==> config.mk <==
export PLATFORM = sky130hd
export DESIGN_NAME = softmax_norm_ctrl
export DESIGN_NICKNAME = d
export VERILOG_FILES = /design/src/rtl/softmax_norm_ctrl.sv
export SDC_FILE = /design/constraint.sdc
export NUM_CORES = 1
export LEC_CHECK = 0
export CELL_PAD_IN_SITES_DETAIL_PLACEMENT = 1
export CELL_PAD_IN_SITES_GLOBAL_PLACEMENT = 2
export CORE_ASPECT_RATIO = 1.1
export CORE_UTILIZATION = 37
export DETAILED_ROUTE_END_ITERATION = 7
export PLACE_DENSITY_LB_ADDON = 0.25
export SLEW_MARGIN = 10
export SYNTH_ARGS = -nofsm -noshare
export SYNTH_HDL_FRONTEND = slang
export SYNTH_SLANG_ARGS = --single-unit
==> constraint.sdc <==
create_clock -name clk -period 3.5 [get_ports clk]
set_input_delay 0.525 -clock clk [delete_from_list [all_inputs] [get_ports clk]]
set_output_delay 0.525 -clock clk [all_outputs]
set_load 0.005 [all_outputs]
==> src/rtl/softmax_norm_ctrl.sv <==
// Normalisation sequencer for softmax exponential sums: a leading-one detector drives a
// fixed-latency IDLE/DETECT/NORM/OUT FSM producing (mantissa, signed exponent) with back-pressure.
module softmax_norm_ctrl #(
   parameter int Q_FRAC = 16,
   parameter int MANT_W = 16,
   parameter int EXP_W  = 7
) (
   input  logic              clk,
   input  logic              rst_n,
   input  logic              clear,
   input  logic              in_valid,
   output logic              in_ready,
   input  logic [31:0]       in_num,
   output logic              out_valid,
   input  logic              out_ready,
   output logic [MANT_W-1:0] out_mant,
   output logic [EXP_W-1:0]  out_exp,
   output logic              out_zero,
   output logic              busy
);

   typedef enum logic [1:0] {
      ST_IDLE   = 2'd0,
      ST_DETECT = 2'd1,
      ST_NORM   = 2'd2,
      ST_OUT    = 2'd3
   } state_t;

   state_t      state_r;
   logic [31:0] num_r;
   logic [4:0]  pos_r;
   logic        zero_r;

   logic [31:0]       shift_s;
   logic [MANT_W-1:0] mant_s;
   logic [EXP_W-1:0]  exp_s;

   // Highest set bit index; returns 0 for a zero word (callers track zero separately).
   function automatic logic [4:0] lod(input logic [31:0] v);
      logic [4:0] p;
      p = 5'd0;
      for (int i = 0; i < 32; i++) begin
         if (v[i]) begin
            p = 5'(i);
         end
      end
      return p;
   endfunction

   // Left-justify the leading one and derive the unbiased exponent.
   always_comb begin
      shift_s = num_r << (5'd31 - pos_r);
      mant_s  = shift_s[31 -: MANT_W];
      // Zero-extend then subtract modulo 2^EXP_W yields the two's-complement result.
      exp_s   = EXP_W'(pos_r) - EXP_W'(Q_FRAC);
   end

   // Sequencer state and registered result outputs.
   always_ff @(posedge clk or negedge rst_n) begin
      if (!rst_n) begin
         state_r   <= ST_IDLE;
         num_r     <= 32'd0;
         pos_r     <= 5'd0;
         zero_r    <= 1'b0;
         out_valid <= 1'b0;
         out_mant  <= {MANT_W{1'b0}};
         out_exp   <= {EXP_W{1'b0}};
         out_zero  <= 1'b0;
      end else if (clear) begin
         state_r   <= ST_IDLE;
         out_valid <= 1'b0;
      end else begin
         case (state_r)
            ST_IDLE: begin
               if (in_valid) begin
                  num_r   <= in_num;
                  state_r <= ST_DETECT;
               end
            end
            ST_DETECT: begin
               pos_r   <= lod(num_r);
               zero_r  <= (num_r == 32'd0);
               state_r <= ST_NORM;
            end
            ST_NORM: begin
               if (zero_r) begin
                  out_mant <= {MANT_W{1'b0}};
                  out_exp  <= {EXP_W{1'b0}};
               end else begin
                  out_mant <= mant_s;
                  out_exp  <= exp_s;
               end
               out_zero  <= zero_r;
               out_valid <= 1'b1;
               state_r   <= ST_OUT;
            end
            ST_OUT: begin
               if (out_ready) begin
                  out_valid <= 1'b0;
                  state_r   <= ST_IDLE;
               end
            end
            default: begin
               out_valid <= 1'b0;
               state_r   <= ST_IDLE;
            end
         endcase
      end
   end

   assign in_ready = (state_r == ST_IDLE);
   assign busy     = (state_r != ST_IDLE);

endmodule

# Word-level counts from Yosys, hierarchy flattened
# Index checks and enable logic that the tools add are counted.
# W data, S select, Z words.
dict set report classes {
  addsub 2
  mul 0
  div_mod_pow 0
  magnitude_cmp 0
  n_eq_ne 5
  shifts 1
  mux 40
  bitwise_logic 1
  n_reduce_logical 9
}
# op count
set ops {}
lappend ops {{$mux W5} 30}
lappend ops {{$logic_not A32 Y1} 1}
lappend ops {{$shl A32 B5 Y32} 1}
lappend ops {{$mux W16} 1}
lappend ops {{$pmux W2 S4} 1}
lappend ops {{$reduce_and A2 Y1} 4}
lappend ops {{$mux W7} 1}
lappend ops {{$mux W2} 3}
lappend ops {{$ne A3 B3 Y1 const B} 2}
lappend ops {{$sub A5 B5 Y6 const B} 1}
lappend ops {{$sub A5 B5 Y5 const A} 1}
lappend ops {{$eq A2 B2 Y1 const B} 2}
lappend ops {{$mux W1} 3}
lappend ops {{$reduce_and A3 Y1} 1}
lappend ops {{$reduce_bool A3 Y1} 1}
lappend ops {{$eq A2 B1 Y1 const B} 1}
lappend ops {{$logic_not A2 Y1} 1}
lappend ops {{$pmux W1 S2} 1}
lappend ops {{$reduce_bool A2 Y1} 1}
lappend ops {{$not A1 Y1} 1}
dict set report word_totals {
  register_bits 65
  latchBits 0
  ram_bits 0
  rom_bits 0
  input_bits 37
  out_inout_bits 27
  word_cells 66
  memories 0
}

# Longest topological paths before layout
dict set report logic_depth {
  word_depth 31
  depth_mapped 9
  depth_no_buf 8
}

# Least setup slack after synthesis
# Ideal clock, no wire load.
dict set report synth_path {
  kind {register to register}
  start {reg pos_r[0]}
  end {reg out_mant[14]}
  setup_ps 126
  arrival_ps 1797
  t_required_ps 3374
  slack_ps 1577
  stages_incl_launch_ff 6
  path_buffers 1
  period_less_slack_ps 1923
  cell_sequence {dfrtp_1 > buf_6 > mux4_2 > mux2_4 > mux2_2 > a221o_1}
}
dict set report synth_via {
  elab_chain_cells 3
}
# element line
set synth_lines {}
lappend synth_lines {{from (decl)} 31} ;# logic [4:0] pos_r;
lappend synth_lines {{from (signal assigned)} 81} ;# pos_r <= lod(num_r);
lappend synth_lines {{$sub A5 B5 Y5} 52} ;# shift_s = num_r << (5'd31 - pos_r);
lappend synth_lines {{$shl A32 B5 Y32} 52}
lappend synth_lines {{$mux W16} 86} ;# if (zero_r) begin
lappend synth_lines {{to (signal assigned)} 66} ;# out_mant <= {MANT_W{1'b0}};
lappend synth_lines {{to (signal assigned)} 87} ;# out_mant <= {MANT_W{1'b0}};
lappend synth_lines {{to (signal assigned)} 90} ;# out_mant <= mant_s;
lappend synth_lines {{to (decl)} 16} ;# output logic [MANT_W-1:0] out_mant,
# Every way passes these cells.
# A chain may end at the register's enable or synchronous reset.

# Worst setup path after layout
# Ends and elaborated chain as after synthesis.

==> flow_summary_export.csv <==
group,metric,value,unit
final_layout,nets,493,
timing,timing.final.ws_setup,901,ps
timing,rsz0062_at_grt,"false",
pwr,irDropWorstVdd,0.344,mV
logic_synthesis,synth_edf_count,0,
logic_synthesis,syn_nets,434,
final_layout,final_layout_size_suffix_gt1_frac,0.187,
drt,drc_errors,0,
clock_tree,clockBufferDepth,2,
final_layout,multiInputGateArea,2270,sq um
place,place_hpwl,8520,um
pwr,power_density,996,nW/um^2
timing,hold_viol_final,0,
global_route,overflow,0,
place,place.gp.congestion,0.872,
final_layout,fin_cells,598,
setup_path,cp.arrival,2810,ps
logic_synthesis,synth_top_cell_by_area,"dfrtp_1",
timing,finalCritPeriodShare,0.743,
logic_synthesis,syn_inst,393,
pwr,power.internal,2.95,mW
timing,setup_violations,0,
setup_path,rr_startpoint,"pos_r[0]",
global_route,grt_pass1_wl,19100,um
logic_synthesis,synth_common_cells,"dfrtp_1 (63), nand2_1 (46), mux2_2 (44), nor2_1 (29), o21ai_0 (27)",
logic_synthesis,synthTopCellsByArea,"dfrtp_1 (39%), mux2_2 (12%), mux4_2 (7.8%)",
logic_synthesis,ys_ff_latch,63,
setup_path,required,3710,ps
pwr,power.share.switching,0.414,
logic_synthesis,syn_area,4020,sq um
drt,drt-pass1-iter-count,4,
floorplanning,core_area,10500,sq um
clock_tree,cts_resized,0,
logic_synthesis,synthFlopType,"dfrtp_1",
logic_synthesis,synth_warnings,0,
setup_path,r2r_end,"out_mant[14]",
timing,finalCriticalPeriod,2600,ps
setup_path,critPathMaxFanout,16,
logic_synthesis,yosysTopAreaCellShare,0.392,
logic_synthesis,syn_area_per_cell,10.2,sq um
floorplanning,rows,39,
logic_synthesis,async_flop_share,1.00,
global_route,antenna_found_initial,0,
logic_synthesis,seq_area_frac_synth,0.392,
clock_tree,post_cts_buffers,0,
drt,wl_met3,310,um
setup_path,r2r_slack,900,ps
drt,topRoutingLayerUsed,"met4",
final_layout,area_delta_synth_final,25.6,%
drt,drt_iter0_drc,135,
clock_tree,htreeDepth,3,
pwr,p_seq_frac,0.325,
clock_tree,clk_pin_slew,50,ps
drt,wl_per_cell,19.1,um
timing,worst_pin_slew,906,ps
pwr,power_frac_comb,0.513,
drt,wirelength_met1,5120,um
logic_synthesis,yosysMostFrequentCell,"dfrtp_1",
setup_path,rr_worst_depth,6,
final_layout,fillerInstances,1181,
clock_tree,cts_tree,"built",
setup_path,cp-end-kind,"register",
global_route,grt_max_degree,41,
logic_synthesis,ys_types,47,
clock_tree,clk_latency,340,ps
clock_tree,postCtsHoldBufs,0,
setup_path,crit_end,"out_mant[14]",
final_layout,ff_latch_area,1580,sq um
floorplanning,die_h,111,um
hold_path,hp-class,"input port to async pin",
drt,viasPerCell,5.65,
timing,fmax,0.385,GHz
clock_tree,clockRootBuffer,"clkbuf_16",
drt,route.met2.wl,5730,um
pwr,p_total,5.03,mW
place,dp.cells,584,
floorplanning,dieWidth,101,um
timing,clock-skew-final,7.35,ps
clock_tree,cts.sinks,63,
place,port_buffers,63,
setup_path,cp-startpoint,"pos_r[0]",
setup_path,cp-start-kind,"register",
floorplanning,dieArea,11300,sq um
timing,fin_setup_tns,0,ps
place,post-place-ws,761,ps
drt,drtAntennaViolNets,0,
floorplanning,start_util,0.383,
setup_path,criticalPathCategory,"register to register",
global_route,grt_pass1_vias,3493,
drt,drt_wl_total,11400,um
floorplanning,io_pins,64,
pwr,switching_power,2.08,mW
run,cap_violations,0,
clock_tree,cts_buffers,9,
timing,max_slew_margin,0.396,
drt,vias,3380,
pwr,pwr-share-clk,0.162,
timing,slew_violations,0,
global_route,grt_usage,0.222,
run_status,status,"finished clean",
pwr,leakagePower,2.15,nW
final_layout,antenna-diode-count,0,
power by group through the flow:
| stage | Sequential [mW] | Combinational (mW) | Clock [mW] |
|---|---|---|---|
| after floorplan | 1.38 | 1.86 | 0 |
| after global placement | 1.62 | 2.52 | 0 |
| after detailed placement | 1.64 | 2.58 | 0 |
| after CTS | 1.63 | 2.60 | 0.833 |
| after global routing | 1.71 | 2.84 | 0.860 |
| final | 1.63 | 2.58 | 0.816 |
critical path, cell delays in order (launching register included):
cell and delay, ps:
dfrtp_1 780, buf_4 350, mux2_2 370, mux2i_1 200, o21ai_0 160, mux2_2 300, a221o_1 320
cell type report:
cell class | count | share of cell area
multi-input combinational | 291 | 0.449
clock inverter | 1 | 0.000991
tap | 143 | 0.0354
sequential | 63 | 0.312
inverter | 12 | 0.00892
clock buffer | 13 | 0.0515
timing repair buffer | 75 | 0.142
cell usage in the layout, fill, tap and decap left out, types with 3 or more instances in the layout:
cell type        synthesis  layout
dfrtp_1                 63      63
clkdlybuf4s50_1          0      62
nand2_1                 46      46
mux2_2                  44      44
nor2_1                  29      29
o21ai_0                 27      27
mux2i_1                 25      25
a21oi_1                 18      18
mux4_2                  14      14
inv_1                   12      12
buf_4                    4      12
nand3_1                  9       9
clkbuf_16                0       9
o211ai_1                 7       7
nor4_1                   6       6
nor3_1                   5       5
a22oi_1                  5       5
nor2b_1                  4       4
a22o_1                   4       4
ha_1                     4       4
o31ai_1                  3       3
nand3b_1                 3       3
nand4_1                  3       3
a222oi_1                 3       3
a31oi_1                  3       3
a32oi_1                  3       3
worst min-delay path by stage:
| stage | end | slack [ps] |
|---|---|---|
| final | out_exp[5] | 170 |
| after global routing | out_zero | 220 |
| after CTS | out_exp[5] | 190 |
| after detailed placement | out_exp[3] | 470 |
| after global placement | out_zero | 470 |
| after floorplan | num_r[0] | 230 |
cells by family after synthesis:
kind of cell / Yosys count / share of synthesized area
DFF: 63 / 0.392
muxes: 86 / 0.281
and+or+nand+nor: 110 / 0.122
adders and majority gates: 4 / 0.0124
buffers and inverters: 39 / 0.0439
AOI/OAI and AO/OA: 91 / 0.149
registers in the layout (all words and copies together), names as in the netlist:
| register | count |
|---|---|
| out_valid | 1 |
| zero_r | 1 |
| out_zero | 1 |
| pos_r | 5 |
| out_exp | 5 |
| out_mant | 16 |
| num_r | 32 |
| state_r | 2 |
routing by layer:
metal | up-vias | GRT usage
li1 | 1589 | -
met5 | - | 0
met2 | 73 | 0.366
met1 | 1698 | 0.291
met4 | 0 | 0.0850
met3 | 20 | 0.0383
per-stage QoR:
step,hold WS (ps),cell area [sq um],util
floorplan,229,4020,-
global placement,472,4780,0.456
detailed placement,472,4780,0.456
CTS,190,5050,0.481
global route,219,5050,0.481
finish,165,5050,0.481
Note: power is estimated with default switching activity, not from simulation.
